## src/rtl/mem_access_unit.sv

```systemverilog
// rtl/mem_access_unit.sv - RV32I MEM-stage data-memory access unit
//
// Issues the load or store held in the EX/MEM register over a req/ready
// data-memory port, stalls the pipeline while the access is outstanding,
// and aligns and extends load data for write-back.
//
// Optional feature: MEM_MISALIGN_TRAP_EN (when defined, misaligned halfword
// and word accesses are not issued and are flagged on misalign).
//
// Ports:
//   clk, rst            core clock, asynchronous active-high reset
//   inst                instruction in the MEM stage
//   alu_out             effective byte address (low addrWidth bits used)
//   rs2_rdata           store data
//   hold                external stall; DONE is held while high
//   stall               freeze request to the PC and stage registers
//   dm_req/dm_we        memory request valid / store select
//   dm_addr             word-aligned memory address
//   dm_wstrb/dm_wdata   byte strobes / lane-replicated store data
//   dm_rdata/dm_ready   read word / request completion
//   ld_data/ld_valid    aligned, extended load result / valid in DONE
//   misalign            misaligned-access flag in DONE

module mem_access_unit #(
    parameter int addrWidth = 15
) (
    input  logic                 clk,
    input  logic                 rst,
    input  logic [31:0]          inst,
    input  logic [31:0]          alu_out,
    input  logic [31:0]          rs2_rdata,
    input  logic                 hold,
    output logic                 stall,
    output logic                 dm_req,
    output logic                 dm_we,
    output logic [addrWidth-1:0] dm_addr,
    output logic [3:0]           dm_wstrb,
    output logic [31:0]          dm_wdata,
    input  logic [31:0]          dm_rdata,
    input  logic                 dm_ready,
    output logic [31:0]          ld_data,
    output logic                 ld_valid,
    output logic                 misalign
);

    typedef enum logic [1:0] {
        IDLE   = 2'd0,
        ACCESS = 2'd1,
        DONE   = 2'd2
    } state_t;

    state_t state, state_d;

    // Decode
    logic [6:0] opcode;
    logic [2:0] funct3;
    logic [1:0] a;
    logic       is_load;
    logic       is_store;
    logic       op_valid;
    logic       mis_now;

    assign opcode = inst[6:0];
    assign funct3 = inst[14:12];
    assign a      = alu_out[1:0];

    always_comb begin
        is_load  = 1'b0;
        is_store = 1'b0;
        if (opcode == 7'b0000011) begin
            case (funct3)
                3'b000, 3'b001, 3'b010, 3'b100, 3'b101: is_load = 1'b1;
                default:                                is_load = 1'b0;
            endcase
        end
        if (opcode == 7'b0100011) begin
            case (funct3)
                3'b000, 3'b001, 3'b010: is_store = 1'b1;
                default:                is_store = 1'b0;
            endcase
        end
    end

    assign op_valid = is_load | is_store;

`ifdef MEM_MISALIGN_TRAP_EN
    // funct3[1:0] encodes the access size for every legal load/store.
    assign mis_now = ((funct3[1:0] == 2'b01) && a[0]) ||
                     ((funct3[1:0] == 2'b10) && (a != 2'b00));
`else
    assign mis_now = 1'b0;
`endif

    // Store lane placement
    logic [3:0]  st_strb;
    logic [31:0] st_wdata;

    always_comb begin
        st_strb  = 4'b1111;
        st_wdata = rs2_rdata;
        case (funct3[1:0])
            2'b00: begin
                st_strb  = 4'b0001 << a;
                st_wdata = {4{rs2_rdata[7:0]}};
            end
            2'b01: begin
                st_strb  = 4'b0011 << {a[1], 1'b0};
                st_wdata = {2{rs2_rdata[15:0]}};
            end
            default: begin
                st_strb  = 4'b1111;
                st_wdata = rs2_rdata;
            end
        endcase
    end

    // Captured op attributes used while the access is in flight
    logic [2:0] ld_f3;
    logic [1:0] ld_off;
    logic       op_load;
    logic       mis_q;

    // Load extraction from the returned word
    logic [31:0] rd_shift;
    logic [15:0] rd_half;
    logic [31:0] ld_ext;

    assign rd_shift = dm_rdata >> {ld_off, 3'b000};
    assign rd_half  = ld_off[1] ? dm_rdata[31:16] : dm_rdata[15:0];

    always_comb begin
        ld_ext = dm_rdata;
        case (ld_f3)
            3'b000:  ld_ext = {{24{rd_shift[7]}}, rd_shift[7:0]};
            3'b001:  ld_ext = {{16{rd_half[15]}}, rd_half};
            3'b100:  ld_ext = {24'h000000, rd_shift[7:0]};
            3'b101:  ld_ext = {16'h0000, rd_half};
            default: ld_ext = dm_rdata;
        endcase
    end

    // FSM state register
    always_ff @(posedge clk or posedge rst) begin
        if (rst) begin
            state <= IDLE;
        end else begin
            state <= state_d;
        end
    end

    // FSM next-state and combinational outputs
    always_comb begin
        state_d = state;
        stall   = 1'b0;
        dm_req  = 1'b0;
        case (state)
            IDLE: begin
                if (op_valid) begin
                    stall   = 1'b1;
                    state_d = mis_now ? DONE : ACCESS;
                end
            end
            ACCESS: begin
                stall  = 1'b1;
                dm_req = 1'b1;
                if (dm_ready) begin
                    state_d = DONE;
                end
            end
            DONE: begin
                if (!hold) begin
                    state_d = IDLE;
                end
            end
            default: state_d = IDLE;
        endcase
    end

    // Request registers, captured once in IDLE so they stay stable for the
    // whole ACCESS phase regardless of what the pipeline presents.
    always_ff @(posedge clk or posedge rst) begin
        if (rst) begin
            dm_addr  <= '0;
            dm_we    <= 1'b0;
            dm_wstrb <= 4'b0000;
            dm_wdata <= 32'h0;
            ld_f3    <= 3'b000;
            ld_off   <= 2'b00;
            op_load  <= 1'b0;
            mis_q    <= 1'b0;
            ld_data  <= 32'h0;
        end else begin
            if (state == IDLE && op_valid) begin
                op_load <= is_load;
                mis_q   <= mis_now;
                if (!mis_now) begin
                    dm_addr  <= {alu_out[addrWidth-1:2], 2'b00};
                    dm_we    <= is_store;
                    dm_wstrb <= is_store ? st_strb : 4'b0000;
                    dm_wdata <= is_store ? st_wdata : 32'h0;
                    ld_f3    <= funct3;
                    ld_off   <= a;
                end
            end
            if (state == ACCESS && dm_ready && op_load) begin
                ld_data <= ld_ext;
            end
        end
    end

    assign ld_valid = (state == DONE) && op_load && !mis_q;

`ifdef MEM_MISALIGN_TRAP_EN
    assign misalign = (state == DONE) && mis_q;
`else
    assign misalign = 1'b0;
`endif

    // Instruction and address bits this block does not look at
    logic unused_bits;
    assign unused_bits = ^{inst[31:15], inst[11:7], alu_out[31:addrWidth]};

endmodule

```

## config.mk

```make
export PLATFORM = sky130hd
export DESIGN_NAME = mem_access_unit
export DESIGN_NICKNAME = d
export VERILOG_FILES = /design/src/rtl/mem_access_unit.sv
export SDC_FILE = /design/constraint.sdc
export NUM_CORES = 1
export LEC_CHECK = 0
export BUFFER_PORTS_ARGS = -buffer_cell sky130_fd_sc_hd__buf_2
export CAP_MARGIN = 25
export CORE_MARGIN = 5
export CORE_UTILIZATION = 35
export CTS_BUF_LIST = sky130_fd_sc_hd__clkbuf_2
export DETAILED_ROUTE_END_ITERATION = 6
export HOLD_SLACK_MARGIN = 0.1
export PLACE_DENSITY = 0.7
export SYNTH_ARGS = -nofsm -noshare
export SYNTH_HDL_FRONTEND = slang
export SYNTH_SLANG_ARGS = --single-unit
export TNS_END_PERCENT = 10
```

## constraint.sdc

```tcl
create_clock -name clk -period 3.2 [get_ports clk]
set_input_delay 0.16 -clock clk [delete_from_list [all_inputs] [get_ports clk]]
set_output_delay 0.16 -clock clk [all_outputs]
set_load 0.01 [all_outputs]
```

* After elaboration in Yosys (flattened, before gate mapping) *
Cells that the tools add are included.

storage, ports and cells
  output and inout bits = 88
  bits in latches = 0
  flip-flop bits (word level) = 90
  memory bits (writable) = 0
  logic and storage cells = 56
  bits in read-only memories = 0
  bits of input ports = 132
  memories = 0

operators by class
  div/mod/pow operators = 0
  reductions and logical operators = 11
  shift operators = 3
  $mul = 0
  bitwise operators = 1
  equal/unequal tests = 15
  add/subtract/negate cells = 0
  muxes and demuxes = 17
  $lt $le $gt $ge = 0

operator list
  operator                                                                count
  32-bit one-hot mux with 4 select lines                                  1
  32-bit one-hot mux with 2 select lines                                  1
  32-bit two-way mux                                                      1
  32-bit by 5-bit >> shifter with 8-bit output                            1
  16-bit two-way mux                                                      1
  3-bit equality test (second input constant)                             4
  4-bit one-hot mux with 2 select lines                                   1
  7-bit by 2-bit equality test with 1-bit output (second input constant)  1
  7-bit by 6-bit equality test with 1-bit output (second input constant)  1
  3-bit by 1-bit equality test with 1-bit output (second input constant)  2
  3-bit zero test                                                         2
  1-bit two-way mux                                                       6
  2-bit two-way mux                                                       3
  2-bit inequality test (second input constant)                           3
  2-bit one-hot mux with 3 select lines                                   1
  5-bit OR reduction                                                      1
  2-bit by 1-bit equality test with 1-bit output (second input constant)  2
  1-bit logical AND                                                       4
  2-bit zero test                                                         2
  4-bit two-way mux                                                       1
  1-bit by 2-bit << shifter with 4-bit output (first input constant)      1
  2-bit by 2-bit << shifter with 4-bit output (first input constant)      1
  3-bit by 2-bit equality test with 1-bit output (second input constant)  1
  3-bit AND reduction                                                     1
  4 further kinds                                                         4

* Depth between registers and ports, before layout *
  word-level depth = 7
  gate-level depth with buffers = 7
  depth with buffers taken out = 4

* Least setup slack after synthesis *
No wires, ideal clock.

  path kind = register to register
  start = reg ld_off[1]
  end = reg ld_data[8]
  setup time = 0.133 ns
  arrival = 1.364 ns
  path slack = 1.703 ns
  required time = 3.067 ns
  period minus slack after synthesis = 1.497 ns
  buffers on the path = 0
  stages on the path, launching flop included = 4
  cell sequence = dfrtp_1 mux4_2 a211oi_4 a21oi_1

on the way
  longest elaborated chain between the ends = 2
  elaborated cells on any way between the ends = 3
  classes of those cells = shift: 1; mux: 2

RTL lines
  what                                                                                       RTL line  text
  start, declared                                                                            119       logic [1:0] ld_off;
  start signal, assigned                                                                     188       ld_off <= 2'b00;
  start signal, assigned                                                                     202       ld_off <= a;
  32-bit by 5-bit >> shifter with 8-bit output / 16-bit two-way mux (equally long branches)  128, 129
  32-bit one-hot mux with 4 select lines (*)                                                 133       case (ld_f3)
  end signal, assigned                                                                       206       ld_data <= ld_ext;
  end, declared                                                                              41        output logic [31:0] ld_data,

Every way passes the cells marked *; elsewhere a longest branch is shown, timed or not.
A chain may end at the register's enable or synchronous reset.

* Worst setup path in the final report *
  start = reg ld_f3[0]
  end = reg ld_data[4]

on the way
  longest elaborated chain between the ends = 2
  elaborated cells on any way between the ends = 5
  classes of those cells = eq/ne: 3; mux: 1; reduce/logical: 1

RTL lines
  what                                         RTL line  text
  start, declared                              118       logic [2:0] ld_f3;
  start signal, assigned                       201       ld_f3 <= funct3;
  3-bit equality test (tied with other cells)  133
  32-bit one-hot mux with 4 select lines (*)   133

Marked as above.

==> results.sh <==
export IMPL_finalHoldViolCount=0
export IMPL_synth_xor_area_share=0
export IMPL_rows=41
export IMPL_nFillCells=1084
export IMPL_hold_class="in -> async"
export IMPL_antenna_found_initial=0
export IMPL_avgSynthCellArea_sq_um=10.02
export IMPL_vias=4634
export IMPL_critPathKind="reg -> reg"
export IMPL_port_buffers=177
export IMPL_start_util=0.3555
export IMPL_place_gp_congestion=0.8700
export IMPL_async_flop_share=1.000
export IMPL_final_setup_viol_count=0
export IMPL_synth_cells=446
export IMPL_layout_common_cells="buf_2 (177), dlygate4sd3_1 (113), dfrtp_1 (90)"
export IMPL_dp_hpwl_mm=9.792
export IMPL_viasPerCell=5.160
export IMPL_rsz0062_at_grt="false"
export IMPL_critical_path_top_delay_family="buffers and inverters"
export IMPL_drt_initial_drc_count=441
export IMPL_wl_per_cell_um=17.23
export IMPL_dieArea_sq_um=15130
export IMPL_core_sq_um=12570
export IMPL_ys_seq_area_frac=0.5041
export IMPL_synthMuxAreaShare=0.1092
export IMPL_period_needed_ns=2.952
export IMPL_synth_area_sq_um=4468
export IMPL_postRouteAntennaNets=0
export IMPL_io_pins=220
export IMPL_path_clk_slew_ns=0.23
export IMPL_finalPower_mw=2.785
export IMPL_cts_buffer_depth=2
export IMPL_grt_pass1_wl_mm=24.39
export IMPL_finalWirelength_mm=15.48
export IMPL_final_util=0.5326
export IMPL_seq_area_sq_um=2252
export IMPL_post_route_period_util=0.9225
export IMPL_synth_seq_cells=90
export IMPL_synth_edff_count=0
export IMPL_area_growth_pct=49.82
export IMPL_powerDensity_nw_per_um2=416.0
export IMPL_yosysWarningCount=0
export IMPL_synthAdderAreaFrac=0
export IMPL_first_pass_iters=4
export IMPL_drive_above_1_share=0.3361
export IMPL_gr_usage_all_layers=0.2077
export IMPL_synth_top_family_by_area="compound AO/OA/AOI/OAI gates"
export IMPL_clk_insertion_delay_late_ns=0.55
export IMPL_crit_path_frequent_cell="dlygate4sd3_1"
export IMPL_yosys_area_share_simple=0.1465
export IMPL_ys_types=40
export IMPL_cts_sinks=90
export IMPL_ys_flop_type="dfrtp_1"
export IMPL_antenna_cells=0
export IMPL_required_ns=3.70
export IMPL_cts_tree="built"
export IMPL_skew_ns=0.03647
export IMPL_dp_cells=770
export IMPL_slew_headroom=0.4021
export IMPL_maxSlewViolCount=0
export IMPL_p_leak_nw=3.505
export IMPL_drv_cap=0
export IMPL_htreeDepth=3
export IMPL_post_cts_buffers=0
export IMPL_critPathArrivalTime_ns=3.46
export IMPL_dieHeight_um=123.0
export IMPL_fin_cells=898
export IMPL_nNetsFinal=854
export IMPL_critical_path_buf_inv_count=2
export IMPL_critPathMaxFanout=14
export IMPL_cp_slowest_cell="dfrtp_1"
export IMPL_multi_input_area_sq_um=1989
export IMPL_ir_drop_mv=0.1759
export IMPL_fp_dieW_um=123.0
export IMPL_status="complete, no violations"
export IMPL_max_freq_mhz=338.8
export IMPL_worstMarginPinSlew_ns=0.8935
export IMPL_layout_commonest_cell="buf_2"
export IMPL_tns_ns=0
export IMPL_drc=0
export IMPL_crit_path_start_kind="flop"
export IMPL_crit_chain="nand2b_1 > nor2_1 > a211oi_1 > dlygate4sd3_1 > o31ai_1 > dlygate4sd3_1"
export IMPL_first_global_vias=4898
export IMPL_hold_ws_ns=0.1646
export IMPL_synth_compound_area_frac=0.1840
export IMPL_cts_inserted_buffers=9
export IMPL_grt_overflow_total=0
export IMPL_endpoint_kind="flop"
export IMPL_max_stage_delay_ns=0.60
export IMPL_grt_max_degree=40
export IMPL_root_buffer="clkbuf_2"
-- synth_stat cells, types with 2 or more instances --
master    count  area [sq um]
buf_4         4         30.03
dfrtp_1      90          2252
o31ai_1       8         60.06
nor2b_1       4         25.02
o21ai_1       3         15.01
clkbuf_1     12         45.04
o21ai_0      23         115.1
inv_1        14         52.55
mux2i_1      24         240.2
o21ai_2      20         175.2
a22o_1        9         78.83
mux2_4       15         225.2
o22ai_1       7         43.79
buf_6         5         56.30
nor3_1        2         10.01
nand3_1      32         160.2
buf_2        12         60.06
a211oi_1      7         52.55
and3_1        3         18.77
nand2_1      76         285.3
nor2_1       20         75.07
a21oi_1      38         190.2
-- through the flow --
| stage | cell area [sq um] | setup slack, ns |
|---|---|---|
| finish | 6694 | 0.2481 |
| global route | 6694 | 0.1219 |
| CTS | 6691 | 0.2129 |
| detailed placement | 5459 | 0.9729 |
| global placement | 5459 | 1.082 |
| floorplan | 4476 | 0.7047 |
-- report_power, final --
part,total (mW),switching [mW],internal [mW]
combinational,0.825,0.413,0.412
clock,0.570,0.386,0.183
sequential,1.39,0.106,1.28
total,2.78,0.905,1.88
-- logic make-up (layout without fill, tap and decap cells) --
logic type | Yosys count | count (layout)
other | 1 | 3
and+or+nand+nor | 144 | 144
AOI/OAI and AO/OA | 123 | 123
buffers and inverters | 48 | 326
muxes | 40 | 40
DFF | 90 | 90
-- cell type report --
class                           count  area share
Timing Repair Buffer              297      0.3110
Inverter                           14    0.008037
Tap cell                          172     0.03215
Sequential cell                    90      0.3364
Clock buffer                       12    0.008972
Clock inverter                      3    0.006168
Multi-Input combinational cell    310      0.2972
-- worst reg2reg max path, cell delays in order (launching register included) --
cell and delay, ns:
dfrtp_1 0.60, nand2b_1 0.27, nor2_1 0.45, a211oi_1 0.15
dlygate4sd3_1 0.59, o31ai_1 0.25, dlygate4sd3_1 0.60
-- what timing repair did --
action | 4_1_cts | 5_1_grt
endpoints found under the setup margin | 0 | 4
endpoints found under the hold margin | 172 | 0
hold buffers | 113 | 0
gates resized for setup | 0 | 1
-- metal layers --
| metal | vias up | routed length, um | part of all wire | global-route usage |
|---|---|---|---|---|
| met4 | 0 | 569 | 0.037 | 0.1003 |
| met3 | 44 | 1380 | 0.089 | 0.05764 |
| met2 | 263 | 7407 | 0.48 | 0.3457 |
| met5 | - | 0 | 0 | 0 |
| met1 | 2207 | 6117 | 0.40 | 0.2483 |
| li1 | 2120 | - | - | - |
-- sequential cells by signal (all words and copies together), names as in the netlist --
signal / flops
dm_wdata: 32
ld_data: 32
dm_addr: 13
dm_wstrb: 4
ld_f3: 3
ld_off: 2
state: 2
dm_we: 1
op_load: 1
-- final timing paths --
check | startpoint | to | slack [ns] | cells past startpoint
max | ld_f3[0] | ld_data[4] | 0.25 | 6
min | rst | ld_data[3] | 0.16 | 3
max reg2reg | ld_f3[0] | ld_data[4] | 0.25 | 6
min reg2reg | dm_wdata[30] | dm_wdata[30] | 0.51 | 2
max in group asynchronous | rst | dm_wdata[30] | 2.19 | 4
min in group clk | inst[4] | dm_addr[11] | 0.19 | 4
(Power assumes the default switching activity.)
